File: config.mk
export PLATFORM = sky130hd
export DESIGN_NAME = demux_1_4_reg
export DESIGN_NICKNAME = d
export VERILOG_FILES = /design/src/rtl/demux_1_4_reg.sv
export SDC_FILE = /design/constraint.sdc
export NUM_CORES = 1
export LEC_CHECK = 0
export BUFFER_PORTS_ARGS = -buffer_cell sky130_fd_sc_hd__buf_4
export CAP_MARGIN = 10
export CELL_PAD_IN_SITES_DETAIL_PLACEMENT = 1
export CELL_PAD_IN_SITES_GLOBAL_PLACEMENT = 2
export CORE_AREA = 3 3 136 112
export DETAILED_ROUTE_END_ITERATION = 8
export DIE_AREA = 0 0 139 115
export GPL_ROUTABILITY_DRIVEN = 0
export HOLD_SLACK_MARGIN = 0.1
export PLACE_DENSITY = 0.87
export SKIP_LAST_GASP = 1
export SYNTH_ARGS = -nofsm -noshare
export SYNTH_HDL_FRONTEND = slang
export SYNTH_SLANG_ARGS = --single-unit
File: constraint.sdc
create_clock -name clk -period 6.8 [get_ports clk]
set_clock_uncertainty 0.2 [all_clocks]
set_input_delay 0.68 -clock clk [delete_from_list [all_inputs] [get_ports clk]]
set_output_delay 0.68 -clock clk [all_outputs]
set_load 0.005 [all_outputs]
File: src/rtl/demux_1_4_reg.sv
// Registered 1-to-4 demultiplexer for a valid/ready stream.
// Each output channel has a one-entry register, so a word appears one cycle after it is
// accepted, and each channel sustains one transfer per cycle.
// Optional build macro DEMUX_STATS_EN adds a wrapping per-channel count of accepted loads
// (chN_count). When it is undefined, those ports and counters do not exist.
module demux_1_4_reg #(
    parameter int unsigned DATA_W = 32,
    parameter int unsigned CNT_W  = 16
) (
    input  logic              clk,
    input  logic              rst,
    input  logic [DATA_W-1:0] in_data,
    input  logic [1:0]        in_sel,
    input  logic              in_valid,
    output logic              in_ready,
    output logic [DATA_W-1:0] ch0_data,
    output logic              ch0_valid,
    input  logic              ch0_ready,
    output logic [DATA_W-1:0] ch1_data,
    output logic              ch1_valid,
    input  logic              ch1_ready,
    output logic [DATA_W-1:0] ch2_data,
    output logic              ch2_valid,
    input  logic              ch2_ready,
    output logic [DATA_W-1:0] ch3_data,
    output logic              ch3_valid,
    input  logic              ch3_ready
`ifdef DEMUX_STATS_EN
    ,
    output logic [CNT_W-1:0]  ch0_count,
    output logic [CNT_W-1:0]  ch1_count,
    output logic [CNT_W-1:0]  ch2_count,
    output logic [CNT_W-1:0]  ch3_count
`endif
);

    typedef enum logic {
        StEmpty = 1'b0,
        StFull  = 1'b1
    } ch_state_e;

    ch_state_e         state_q [4];
    logic [DATA_W-1:0] data_q  [4];
    logic [3:0]        ch_valid;
    logic [3:0]        ch_ready;
    logic [3:0]        load;

    assign ch_ready = {ch3_ready, ch2_ready, ch1_ready, ch0_ready};

    // Channel register views onto the output ports.
    always_comb begin
        for (int n = 0; n < 4; n++) begin
            ch_valid[n] = (state_q[n] == StFull);
        end
    end

    assign ch0_data  = data_q[0];
    assign ch1_data  = data_q[1];
    assign ch2_data  = data_q[2];
    assign ch3_data  = data_q[3];
    assign ch0_valid = ch_valid[0];
    assign ch1_valid = ch_valid[1];
    assign ch2_valid = ch_valid[2];
    assign ch3_valid = ch_valid[3];

    // Input ready follows only the selected channel; a stalled target blocks the stream
    // even when other channels are free, which keeps words in order.
    always_comb begin
        in_ready = ~ch_valid[in_sel] | ch_ready[in_sel];
    end

    // Load strobes; in_valid gates everything, so an unknown in_sel while idle loads nothing.
    always_comb begin
        for (int n = 0; n < 4; n++) begin
            load[n] = in_valid & in_ready & (in_sel == 2'(n));
        end
    end

    for (genvar g = 0; g < 4; g++) begin : g_ch
        // Per-channel EMPTY/FULL state machine with its data register.
        always_ff @(posedge clk or posedge rst) begin
            if (rst) begin
                state_q[g] <= StEmpty;
                data_q[g]  <= '0;
            end else begin
                unique case (state_q[g])
                    StEmpty: begin
                        if (load[g]) begin
                            state_q[g] <= StFull;
                            data_q[g]  <= in_data;
                        end
                    end
                    StFull: begin
                        // A load here implies the consumer drained the old word on this edge.
                        if (load[g]) begin
                            data_q[g] <= in_data;
                        end else if (ch_ready[g]) begin
                            state_q[g] <= StEmpty;
                        end
                    end
                    default: begin
                        state_q[g] <= StEmpty;
                    end
                endcase
            end
        end
    end

`ifdef DEMUX_STATS_EN
    logic [CNT_W-1:0] cnt_q [4];

    for (genvar g = 0; g < 4; g++) begin : g_cnt
        // Accepted-load counter; wraps naturally at its width.
        always_ff @(posedge clk or posedge rst) begin
            if (rst) begin
                cnt_q[g] <= '0;
            end else if (load[g]) begin
                cnt_q[g] <= cnt_q[g] + CNT_W'(1);
            end
        end
    end

    assign ch0_count = cnt_q[0];
    assign ch1_count = cnt_q[1];
    assign ch2_count = cnt_q[2];
    assign ch3_count = cnt_q[3];
`endif

endmodule

==> results, run 1 <==
- The I/O pin total is between 150 and 200.
- The worst-case vdd ir drop is 0.194 mV.
- The data arrival at the endpoint of the critical path is 1.63 ns.
- The post-synthesis register bit count is roughly 130.
- The share of Yosys cell area claimed by the top area cell type is 0.664.
- The worst-case setup slack after placement is 4.02 ns.
- Counting every net in the synthesized netlist gives between 300 and 400.
- The number of endpoints with negative hold slack in the final report is 0.
- The H-tree was split into 4 levels.
- Once placement finished, the instance area stood at between 6000 and 7000 µm².
- Of the total power, the share spent switching nets is 0.245.
- The sum of internal, switching and leakage power is 2.46 mW.
- For this run, the total global-route usage over all layers was measured as 0.167.
- The data required time at the worst endpoint is around 6 ns.
- During synthesis, Yosys emitted a total of 0 warnings.
- Entering global routing, the biggest net connects 79 pins.
- At the end of the flow, the number of nets in the layout was 513.
- Dividing the final minimum period by the clock period gives 0.370.
- Summing all non-filler instances in the final layout gives an area of 7020 µm².
- The CTS tree is built.
- The final antenna-violating net count is 0.
- The worst min-delay path category is in2async.
- For the finished layout, the period the worst path requires is about 2.5 ns.
- The clock passes through at most 2 buffers.
- Clock tree synthesis found a total of roughly 130 sinks.
- The signal on the critical path passes through buf_4 -> nand2b_1 -> mux4_2 -> buf_4.
- For this block, the initial DRC count from the detailed router was 92.
- The minimum setup slack in the final design is 4.29 ns.
- The post-CTS setup buffer count is 0.
- The share of total power dissipated in the clock network is 0.367.
- The most frequent cell on the critical path is sky130_fd_sc_hd__buf_4.
- For the pin with the worst max-slew slack, the measured transition is 1.12 ns.
- The synthesized area is 4970 µm².
- The worst setup path is of the in2out kind.
- The slowest stage of the critical path is the sky130_fd_sc_hd__mux4_2 cell.
- STA classifies the critical path startpoint as a primary input.
- The logic gate share of total power is 0.207.
- The hold buffer count at CTS is 0.
- The total net switching power is about 0.60 mW.
- In this run the core area contains 39 standard-cell rows.
- The master cell of the clock root buffer is sky130_fd_sc_hd__clkbuf_16.
- In the synthesized netlist, the number of instances is around 290.
- The number of gates resized after CTS is 0.
- Setup repair after global routing left no endpoint under its margin.
- The initial antenna violation count is 0.
- After routing, the total negative slack on setup checks comes to 0 ns.
- The global-route wire length before repair is roughly 20000 µm.
- The length of the first detailed-routing pass in iterations is 4.
- The static leakage is 3.28 nW.
- The design internal power is 1.86 mW.
- The average footprint of a synthesized cell is 17.0 µm².
- The final layout contains routed wiring with a total length of 12700 µm.
- The total CTS buffers is 17.
- The sequential element share of the synthesized area is 0.664.
- The number of global-route vias before repair is 3586.
- Timing would allow up to 398 MHz.
- At the later pin of the worst-skew pair, clock insertion delay measures 0.42 ns.
- The starting density of the core is 0.354.
- The chip height is 115 µm.
- After synthesis, the cell types taking the most area are sky130_fd_sc_hd__dfrtp_1 (66%), sky130_fd_sc_hd__mux2_2 (28%), sky130_fd_sc_hd__buf_6 (0.91%).
- The area overhead of the layout relative to synthesis is 41.1%.
- The number of DRC violations after detailed routing is 0.
- The clock-pin slew on the worst setup and hold paths is about 0.05 ns.
- The largest delay contributor family on the critical path is multiplexers.
- The number of max-slew violations in the final report is 0.
- In this run the horizontal extent of the chip is 139 µm.
- In this run the power density over the cells is 351 nW/µm².
- The largest stage delay on the critical path is approximately 0.50 ns.
- Of the total power, registers draw 0.426.
- The average detailed-routed wire length per instance is 19.0 µm.
- The overall die area is 16000 µm².
- The filler cell count is about 1400.
- The biggest area contributor in the post-synthesis netlist is sky130_fd_sc_hd__dfrtp_1.
- The worst slack on hold paths is 0.163 ns.
- Measured against its own limit, the worst slew margin works out to 0.254.
- The flow ran to the end, and the final reports show no timing, DRC or antenna violations.
- The number of different library cells in the post-synthesis netlist is 17.
- Global routing finished with a remaining overflow of 0.
- The tool flagged a number of max-cap violations equal to 0.
- The endpoint class of the critical path is a primary output.
- The number of buffers and inverters on the critical path is 2.
- The ratio of cells with drive above 1 in the final layout is 0.691.
- The half-perimeter wire length after placement is 8610 µm.
- The final-report setup violation count is 0.
- Across all layers, the routed design uses between 3000 and 4000 vias.
- The core region is roughly 14000 µm².
- The via density per instance is 4.70.
- The count of input and output buffers is 173.
- The worst-path maximum fanout is 3.
- The antenna cell count is 0.
## worst register-to-register path: stages, from the launching register on
cell	delay, ns
sky130_fd_sc_hd__dfrtp_1	0.40
sky130_fd_sc_hd__nand2b_1	0.17
sky130_fd_sc_hd__nand3b_2	0.74
sky130_fd_sc_hd__mux2_2	0.60
## cells in the final DEF, fill, tap and decap left out, types with 2 or more instances in the layout
cell                        count
sky130_fd_sc_hd__bufinv_16      2
sky130_fd_sc_hd__clkbuf_16     17
sky130_fd_sc_hd__mux2_2       124
sky130_fd_sc_hd__clkbuf_8       4
sky130_fd_sc_hd__nand2_1        5
sky130_fd_sc_hd__dfrtp_1      132
sky130_fd_sc_hd__mux2_1         4
sky130_fd_sc_hd__clkinv_2       5
sky130_fd_sc_hd__buf_4        175
sky130_fd_sc_hd__nand2b_1       4
sky130_fd_sc_hd__clkbuf_1       2
## cell usage after synthesis
cell and instances:
sky130_fd_sc_hd__dfrtp_1 132, sky130_fd_sc_hd__mux2_2 124, sky130_fd_sc_hd__buf_4 5, sky130_fd_sc_hd__nand2_1 5
sky130_fd_sc_hd__buf_2 4, sky130_fd_sc_hd__buf_6 4, sky130_fd_sc_hd__mux2_1 4, sky130_fd_sc_hd__nand2b_1 4
sky130_fd_sc_hd__nor2b_1 2, sky130_fd_sc_hd__and3_1 1, sky130_fd_sc_hd__clkbuf_2 1, sky130_fd_sc_hd__inv_1 1
sky130_fd_sc_hd__mux4_2 1, sky130_fd_sc_hd__nand3_1 1, sky130_fd_sc_hd__nand3b_2 1, sky130_fd_sc_hd__nor3b_2 1
sky130_fd_sc_hd__o21ai_0 1
## cell type report
class,instances,area [µm²],share of cell area
Clock inverter,9,101,0.0144
Clock buffer,23,488,0.0695
Inverter,1,6.26,0.000891
Multi-Input combinational cell,145,1580,0.224
Timing Repair Buffer,175,1310,0.187
Tap cell,184,230,0.0328
Sequential cell,132,3300,0.471
## metrics by stage
stage	util	instances
after floorplan	-	292
after global placement	0.457	637
after detailed placement	0.457	637
after CTS	0.499	669
after global routing	0.499	669
final	0.499	669
## kinds of logic after synthesis
logic type	count (synthesis)	share of synthesized area
compound gates	1	0.00101
buf+inv	15	0.0224
flops	132	0.664
mux	129	0.294
simple gates	15	0.0184
## worst paths after layout
path,startpoint,end,slack [ns],cells after the start
max in group asynchronous,rst,ch3_data[12],4.76,3
min,rst,ch3_data[14],0.16,2
min in group clk,ch1_data[25],ch1_data[25],0.29,1
max reg2reg,ch0_valid,ch0_data[13],4.57,3
max,ch0_ready,in_ready,4.29,4
min reg2reg,ch1_data[25],ch1_data[25],0.29,1
## power groups by stage
| stage | clock (mW) | combinational, mW | sequential, mW |
|---|---|---|---|
| after floorplan | 0 | 0.175 | 1.05 |
| after global placement | 0 | 0.505 | 1.05 |
| after detailed placement | 0 | 0.520 | 1.06 |
| after CTS | 0.925 | 0.523 | 1.05 |
| after global routing | 0.966 | 0.556 | 1.07 |
| final | 0.904 | 0.509 | 1.05 |
## per-layer routing
metal,wire length (µm),GRT usage,up-vias,share of wire
met5,0,0,-,0
met4,185,0.0606,0,0.015
met3,1310,0.0919,16,0.10
met2,6120,0.271,115,0.48
met1,5070,0.188,1624,0.40
li1,-,-,1391,-
## registers in the layout (all words and copies together), names as in the netlist
signal	count
ch0_data	32
ch1_data	32
ch2_data	32
ch3_data	32
ch0_valid	1
ch1_valid	1
ch2_valid	1
ch3_valid	1
Note: power is estimated with default switching activity, not from simulation.
==> run 2: changes to the inputs <==
ABC_AREA = 1   (was unset)
CORE_AREA = 3 3 157 129   (was 3 3 136 112)
DIE_AREA = 0 0 160 132   (was 0 0 139 115)
PLACE_DENSITY = 0.84   (was 0.87)
clock period = 2.5 ns   (was 6.8 ns; I/O delays follow)
==> run 2 against run 1 <==
  * Sequential cell count unchanged
  * Clock power rose to 3.0 times the previous value
  * Cell count up 60%
  * Combinational power rose to 3.0 times the previous value
  * Synthesized cell count up 110%
  * Critical endpoint unchanged
  * Register-to-register slack worse by 4.1 ns
  * Non-clock buffer count up 53
  * Final area up 15%
  * Highest routed layer unchanged
  * Area after synthesis up 12%
  * Worst setup slack worse by 4.1 ns
==> results, run 2 <==
- Setup repair after global routing left no endpoint under its margin.
- The worst min-delay path category is in2async.
- The largest stage delay on the critical path was 0.54 ns (+0.04 ns).
- sky130_fd_sc_hd__dfrtp_1 takes more of the synthesized area than any other cell.
- Based on the critical path, the design can be clocked at up to 425 MHz.
- The chip height is 132 µm (+15%).
- The cell that appears most often on the critical path is sky130_fd_sc_hd__buf_4.
- The combined global-route utilization of all metal layers is 0.186 (+0.0190).
- The met2 wirelength from detailed routing came to 9460 µm (+55%).
- The length of the first detailed-routing pass in iterations is 4 (unchanged).
- The data arrival at the endpoint of the critical path is 1.91 ns (+0.28 ns).
- The final-report setup violation count is 0 (unchanged).
- The number of sinks driven by the clock tree is 132 (unchanged).
- Sorting the synthesized cells by area gives the leading types as sky130_fd_sc_hd__dfrtp_1 (59%), sky130_fd_sc_hd__nand2_1 (18%), sky130_fd_sc_hd__nand4_1 (14%).
- The worst-path maximum fanout is 131 (+128).
- The clock insertion delay at the later pin of the skew report is 0.41 ns (about the same).
- The pin count of the biggest net entering global routing is 132 (+67%).
- The ratio of cells with drive above 1 in the final layout is 0.287 (-0.404).
- The total met3 wirelength after detailed routing is 1200 µm (-8.1%).
- The number of cells on the worst reg-to-reg path is 10 (+7).
- The static leakage came to 4.26 nW (+30%).
- The H-tree depth was 4 (unchanged).
- The wire length on met1 is 8750 µm (+73%).
- The half-perimeter wire length after placement was 12800 µm (+48%).
- The data required time at the worst endpoint is 2.05 ns (-3.87 ns).
- The synthesized area came to 5590 µm² (+12%).
- The via density per instance is 4.92 (+4.7%).
- The endpoint class of the critical path is a primary output.
- The detailed-route via count came to 5274 (+68%).
- The initial antenna violation count is 0 (unchanged).
- The clock-pin slew on the worst setup and hold paths is 0.05 ns (about the same).
- The count of routing violations after the opening detailed-route iteration is 295 (+220%).
- Sorting the synthesized cells by how often they occur yields sky130_fd_sc_hd__nand2_1 (269), sky130_fd_sc_hd__dfrtp_1 (132), sky130_fd_sc_hd__nand4_1 (128).
- The total number of yosys warnings is 0 (unchanged).
- The wire length after detailed routing came to 19500 µm (+54%).
- The minimum setup slack in the final design is 0.145 ns (-4.14 ns).
- The number of different library cells in the post-synthesis netlist is 17 (unchanged).
- The library cells used most frequently in the layout, excluding fill and tap cells, are sky130_fd_sc_hd__nand2_1 (269), sky130_fd_sc_hd__buf_4 (187), sky130_fd_sc_hd__dfrtp_1 (132).
- The number of logic stages on the critical path including buffering is 8 (+4).
- The max-cap violation count is 0 (unchanged).
- The final total negative setup slack came to 0 ns (unchanged).
- The number of flops mapped to enable cells by yosys is 0 (unchanged).
- The post-synthesis register bit count came to 132 (unchanged).
- Routed signal wires occupy layers up through met4.
- The setup path with the least slack is of type in2out.
- The tightest slew margin relative to the limit came to 0.518 (+0.264).
- The area of the core region is 18800 µm² (+34%).
- The global-route wire length before repair is 31200 µm (+53%).
- The slowest library cell on the worst path is sky130_fd_sc_hd__dlygate4sd3_1.
- The average detailed-routed wire length per instance came to 18.2 µm (-3.7%).
- The run finished with clean final reports.
- The number of rows in the core area came to 45 (+15%).
- The I/O pin total is 174 (unchanged).
- TritonCTS built the clock tree.
- The share of Yosys cell area claimed by the top area cell type was 0.591 (-0.0726).
- The tree is rooted in a sky130_fd_sc_hd__clkbuf_16.
- The worst setup path is launched from a primary input.
- The sequential element share of the synthesized area is 0.591 (-0.0726).
- The buffer depth of the longest clock path is 2 (unchanged).
- The width of the die is 160 µm (+15%).
- The cell count after synthesis is 608 (+110%).
- The number of standard cells in the final layout excluding fillers was 1071 (+60%).
- The area overhead of the layout relative to synthesis is 44.9%.
- The total congestion overflow after global routing is 0 (unchanged).
- The library cell used most frequently in the layout, excluding fill and tap cells, is sky130_fd_sc_hd__nand2_1.
- Walking the worst path, the cells encountered are dlygate4sd3_1 -> buf_4 -> nand3_1 -> nand2_1 -> nor2_2 -> nand2_4 -> buf_16 -> buf_4.
- The total nets after synthesis came to 649 (+95%).
- The number of cells in the design after placement is 1002 (+57%).
- The power density normalized to cell area is 870 nW/µm² (+150%).
- The actual slew at the worst max-slew pin is 0.724 ns (-0.394 ns).
- The antenna cell count is 0 (unchanged).
- In the synthesized netlist the dominant register cell turns out to be sky130_fd_sc_hd__dfrtp_1.
- The starting density of the core was 0.297 (-0.0570).
- Among all cell types in the netlist, the one instantiated most often is sky130_fd_sc_hd__nand2_1.
- The final antenna-violating net count was 0 (unchanged).
- The number of DRC violations after detailed routing is 0 (unchanged).
- The total CTS buffers is 17 (unchanged).
- Dividing the final minimum period by the clock period gives 0.942.
- The number of max-slew violations in the final report is 0 (unchanged).
- The largest delay contributor family on the critical path is buffers and inverters.
- The worst-case setup slack after placement is 0.303 ns (-3.72 ns).
- The worst-case vdd ir drop was 0.418 mV (+120%).
- The fraction of registers with async set or reset after synthesis was 1.00 (unchanged).
- The number of nets in the layout is 841 (+64%).
- The average footprint of a synthesized cell came to 9.19 µm² (-46%).
- The count of input and output buffers is 173 (unchanged).
- The number of global-route vias before repair is 5524 (+54%).
- The clock period could shrink to 2.36 ns.
- The buffering stage count on the worst path with inverters included is 4 (+2).
- The number of endpoints with negative hold slack in the final report is 0 (unchanged).
- The overall die area is 21100 µm² (+32%).
[run 2: cells by family (layout without fill, tap and decap cells)]
family | count (synthesis) | in the layout | synth area share
buf+inv | 63 | 268 | 0.0629
flops | 132 | 132 | 0.591
compound gates | 4 | 4 | 0.00358
simple gates | 409 | 409 | 0.342
[run 2: stage by stage]
stage	power [mW]	hold WS (ns)	instance area (µm²)	utilization
after floorplan	3.39	0.131	5590	-
after global placement	4.32	0.0570	7090	0.377
after detailed placement	4.38	0.0573	7090	0.377
after CTS	7.13	0.173	8090	0.430
after global routing	7.44	0.191	8100	0.430
final	7.04	0.186	8100	0.430
[run 2: tightest hold or removal path, stage by stage]
cell and delay (ns):
sky130_fd_sc_hd__dlygate4sd3_1 0.54, sky130_fd_sc_hd__buf_4 0.14, sky130_fd_sc_hd__clkinvlp_4 0.26
[run 2: area by class of cell]
type                            count  area, µm²
Fill cell                        2186      10700
Sequential cell                   132       3300
Multi-Input combinational cell    413       1950
Timing Repair Buffer              228       1860
Clock buffer                       23        478
Tap cell                          258        323
Clock inverter                      9        150
Inverter                            8       33.8
[run 2: power breakdown]
group | switching [mW] | leakage [nW] | internal [mW]
Clock | 0.921 | 0.303 | 1.74
Combinational | 0.720 | 2.30 | 0.787
Sequential | 0.307 | 1.65 | 2.56
[run 2: per-layer routing]
| metal | vias up | global-route usage |
|---|---|---|
| li1 | 2449 | - |
| met4 | 0 | 0.0410 |
| met1 | 2666 | 0.249 |
| met5 | - | 0 |
| met3 | 9 | 0.0496 |
| met2 | 150 | 0.304 |
[run 2: path summary, 6_finish.rpt]
path	end	startpoint	slack, ns
max	in_ready	ch3_ready	0.14
max reg2reg	ch0_data[4]	ch1_valid	0.45
max in group asynchronous	ch3_data[25]	rst	1.19
min	ch2_data[29]	rst	0.19
min in group clk	ch2_data[6]	in_valid	0.25
min reg2reg	ch2_data[16]	ch2_data[16]	0.27
[run 2: what timing repair did]
action                                 in CTS  in global routing
hold buffers                               37                  0
endpoints found under the hold margin     264                  0
resized for setup                           0                  1
setup endpoints to repair                   0                  1
setup buffers                               0                  0
==> run 3: changes to the inputs <==
CORE_AREA = 3 3 152 125   (was 3 3 157 129)
DIE_AREA = 0 0 155 128   (was 0 0 160 132)
PLACE_DENSITY = 0.88   (was 0.84)
clock period = 2.99 ns   (was 2.5 ns; I/O delays follow)
==> run 3 against run 2 <==
  * Worst hold slack improved by 0.071 ns
  * Count of clock-buffer cells in the layout down 1
  * Total power down 19%
  * Global-route usage increased by 1.5 points
  * Highest routed layer unchanged
==> results, run 3 (synthesized netlist as in run 2, its figures left out) <==
- The data arrival at the endpoint of the critical path was 1.94 ns (+0.03 ns).
- The number of sinks driven by the clock tree is 132 (unchanged).
- The actual slew at the worst max-slew pin is 0.770 ns (+0.0460 ns).
- The power density normalized to cell area is 718 nW/µm² (-18%).
- The number of nets in the layout is 838 (-0.36%).
- The I/O pin total is 174 (unchanged).
- The endpoint identified for the worst register-to-register timing path is ch0_data[10].
- The switching portion of total power is 0.288 (+0.0110).
- The filler cell count was 2014 (-7.9%).
- The final total negative setup slack came to 0 ns (unchanged).
- The global-route wire length before repair is 31300 µm (+0.13%).
- The sum of internal, switching and leakage power came to 5.69 mW (-19%).
- The antenna cell count was 0 (unchanged).
- The design internal power was 4.05 mW (-20%).
- The worst hold path depth is 5.
- The number of cells on the worst reg-to-reg path was 10 (unchanged).
- Setup repair after global routing left no endpoint under its margin.
- The clock period could shrink to 2.44 ns.
- The worst setup path is launched from a primary input.
- The post-CTS setup buffer count was 0 (unchanged).
- In this run the most critical hold path is launched from in_valid.
- The overall die area is 19800 µm² (-6.1%).
- The width of the die is 155 µm (-3.1%).
- The total cell area at the placement stage was 6990 µm² (-1.4%).
- The area overhead of the layout relative to synthesis is 41.9%.
- The wire length after detailed routing is 19600 µm (+0.35%).
- The number of gates resized after CTS was 0 (unchanged).
- The worst-path maximum fanout is 55 (-58%).
- The master cell of the clock root buffer is sky130_fd_sc_hd__clkbuf_16.
- The count of routing violations after the opening detailed-route iteration is 259 (-12%).
- The number of DRC violations after detailed routing was 0 (unchanged).
- The total congestion overflow after global routing is 0 (unchanged).
- The number of max-slew violations in the final report is 0 (unchanged).
- The half-perimeter wire length after placement is 12700 µm (-0.42%).
- The worst-case vdd ir drop is 0.342 mV (-18%).
- The endpoint class of the critical path is a primary output.
- The clock-pin slew on the worst setup and hold paths is 0.06 ns (about the same).
- The chip height is 128 µm (-3.0%).
- The final antenna-violating net count is 0 (unchanged).
- The buffer depth of the longest clock path is 2 (unchanged).
- The logic gate share of total power was 0.222 (+0.008).
- The data required time at the worst endpoint is 2.49 ns (+0.44 ns).
- The via density per instance was 5.15 (+4.6%).
- The number of rows in the core area is 43 (-4.4%).
- The number of global-route vias before repair is 5546 (+0.40%).
- The number of endpoints with negative hold slack in the final report is 0 (unchanged).
- The detailed-route via count is 5324 (+0.95%).
- The final-report setup violation count is 0 (unchanged).
- TritonCTS built the clock tree.
- The starting density of the core is 0.321 (+0.0244).
- The sequential fraction of design power came to 0.421 (+0.014).
- Timing would allow up to 410 MHz.
- In the layout the commonest cells are sky130_fd_sc_hd__nand2_1 (269), sky130_fd_sc_hd__buf_4 (187), sky130_fd_sc_hd__dfrtp_1 (132).
- For hold timing, the worst endpoint is ch0_data[25].
- The startpoint identified for the worst register-to-register timing path is ch0_valid.
- The static leakage came to 4.19 nW (-1.7%).
- The count of input and output buffers is 173 (unchanged).
- The tightest slew margin relative to the limit came to 0.487 (-0.0307).
- The pin count of the biggest net entering global routing was 76 (-42%).
- The total net switching power is 1.64 mW (-16%).
- The average detailed-routed wire length per instance is 19.0 µm (+3.9%).
- The initial antenna violation count was 0 (unchanged).
- The length of the first detailed-routing pass in iterations is 4 (unchanged).
- The total CTS buffers is 17 (unchanged).
- The combined global-route utilization of all metal layers is 0.201 (+0.0147).
- The max-cap violation count came to 0 (unchanged).
- The worst reg-to-reg setup slack is 0.91 ns (+0.46 ns).
- The design area is 7930 µm² (-2.1%).
- The clock insertion delay at the later pin of the skew report is 0.41 ns (about the same).
- The ratio of cells with drive above 1 in the final layout is 0.283 (-0.00353).
- The H-tree depth is 4 (unchanged).
- The clock network power share was 0.357 (-0.022).
- The critical path is of the in2out type.
- The area of the core region is 17400 µm² (-7.6%).
- The run finished with clean final reports.
- The most frequent standard cell in the layout excluding fill and tap cells is sky130_fd_sc_hd__nand2_1.
- The worst min-delay path category is in2reg.
- The final core utilization is 0.456 (+0.0257).
- Dividing the final minimum period by the clock period gives 0.816.
-- run 3: critical path, cell delays in order --
cell and delay (ns):
sky130_fd_sc_hd__dlygate4sd3_1 0.53, sky130_fd_sc_hd__buf_4 0.12, sky130_fd_sc_hd__nand3_1 0.08, sky130_fd_sc_hd__nand2_1 0.09
sky130_fd_sc_hd__nor2_2 0.05, sky130_fd_sc_hd__nand2_4 0.08, sky130_fd_sc_hd__buf_4 0.46, sky130_fd_sc_hd__buf_4 0.21
-- run 3: layout make-up --
| cell class | count | area [µm²] | share of cell area |
|---|---|---|---|
| Inverter | 8 | 33.8 | 0.00426 |
| Clock inverter | 9 | 105 | 0.0133 |
| Multi-Input combinational cell | 413 | 1950 | 0.245 |
| Sequential cell | 132 | 3300 | 0.417 |
| Tap cell | 225 | 282 | 0.0355 |
| Timing Repair Buffer | 225 | 1790 | 0.226 |
| Clock buffer | 22 | 464 | 0.0586 |
-- run 3: timing repair --
action,in CTS,in global routing
setup endpoints to repair,0,0
hold buffers,37,0
hold endpoints to repair,264,0
-- run 3: routing by layer --
metal	wire length [µm]	vias to the layer above	GRT usage
met2	9130	171	0.312
li1	-	2436	-
met3	1470	17	0.0668
met4	178	0	0.0504
met5	0	-	0
met1	8830	2700	0.272
-- run 3: per-stage QoR --
step                setup WS [ns]  instances  hold slack, ns
global route                0.423       1034           0.284
floorplan                   0.854        608           0.180
detailed placement          0.744        966           0.265
CTS                         0.563       1034           0.244
finish                      0.551       1034           0.256
global placement            0.829        966           0.255
-- run 3: worst max-delay path by stage --
stage / startpoint / to / slack (ns)
floorplan: rst / ch0_data[0] / 0.85
global placement: in_sel[0] / ch0_data[15] / 0.83
detailed placement: in_sel[0] / ch0_data[10] / 0.74
CTS: ch3_ready / in_ready / 0.56
global route: ch3_valid / in_ready / 0.42
finish: ch3_ready / in_ready / 0.55
-- run 3: power groups by stage --
stage	Clock, mW	Combinational [mW]	Sequential, mW
global route	2.17	1.41	2.44
finish	2.03	1.26	2.40
CTS	2.08	1.28	2.40
floorplan	0	0.449	2.38
global placement	0	1.19	2.41
detailed placement	0	1.24	2.42
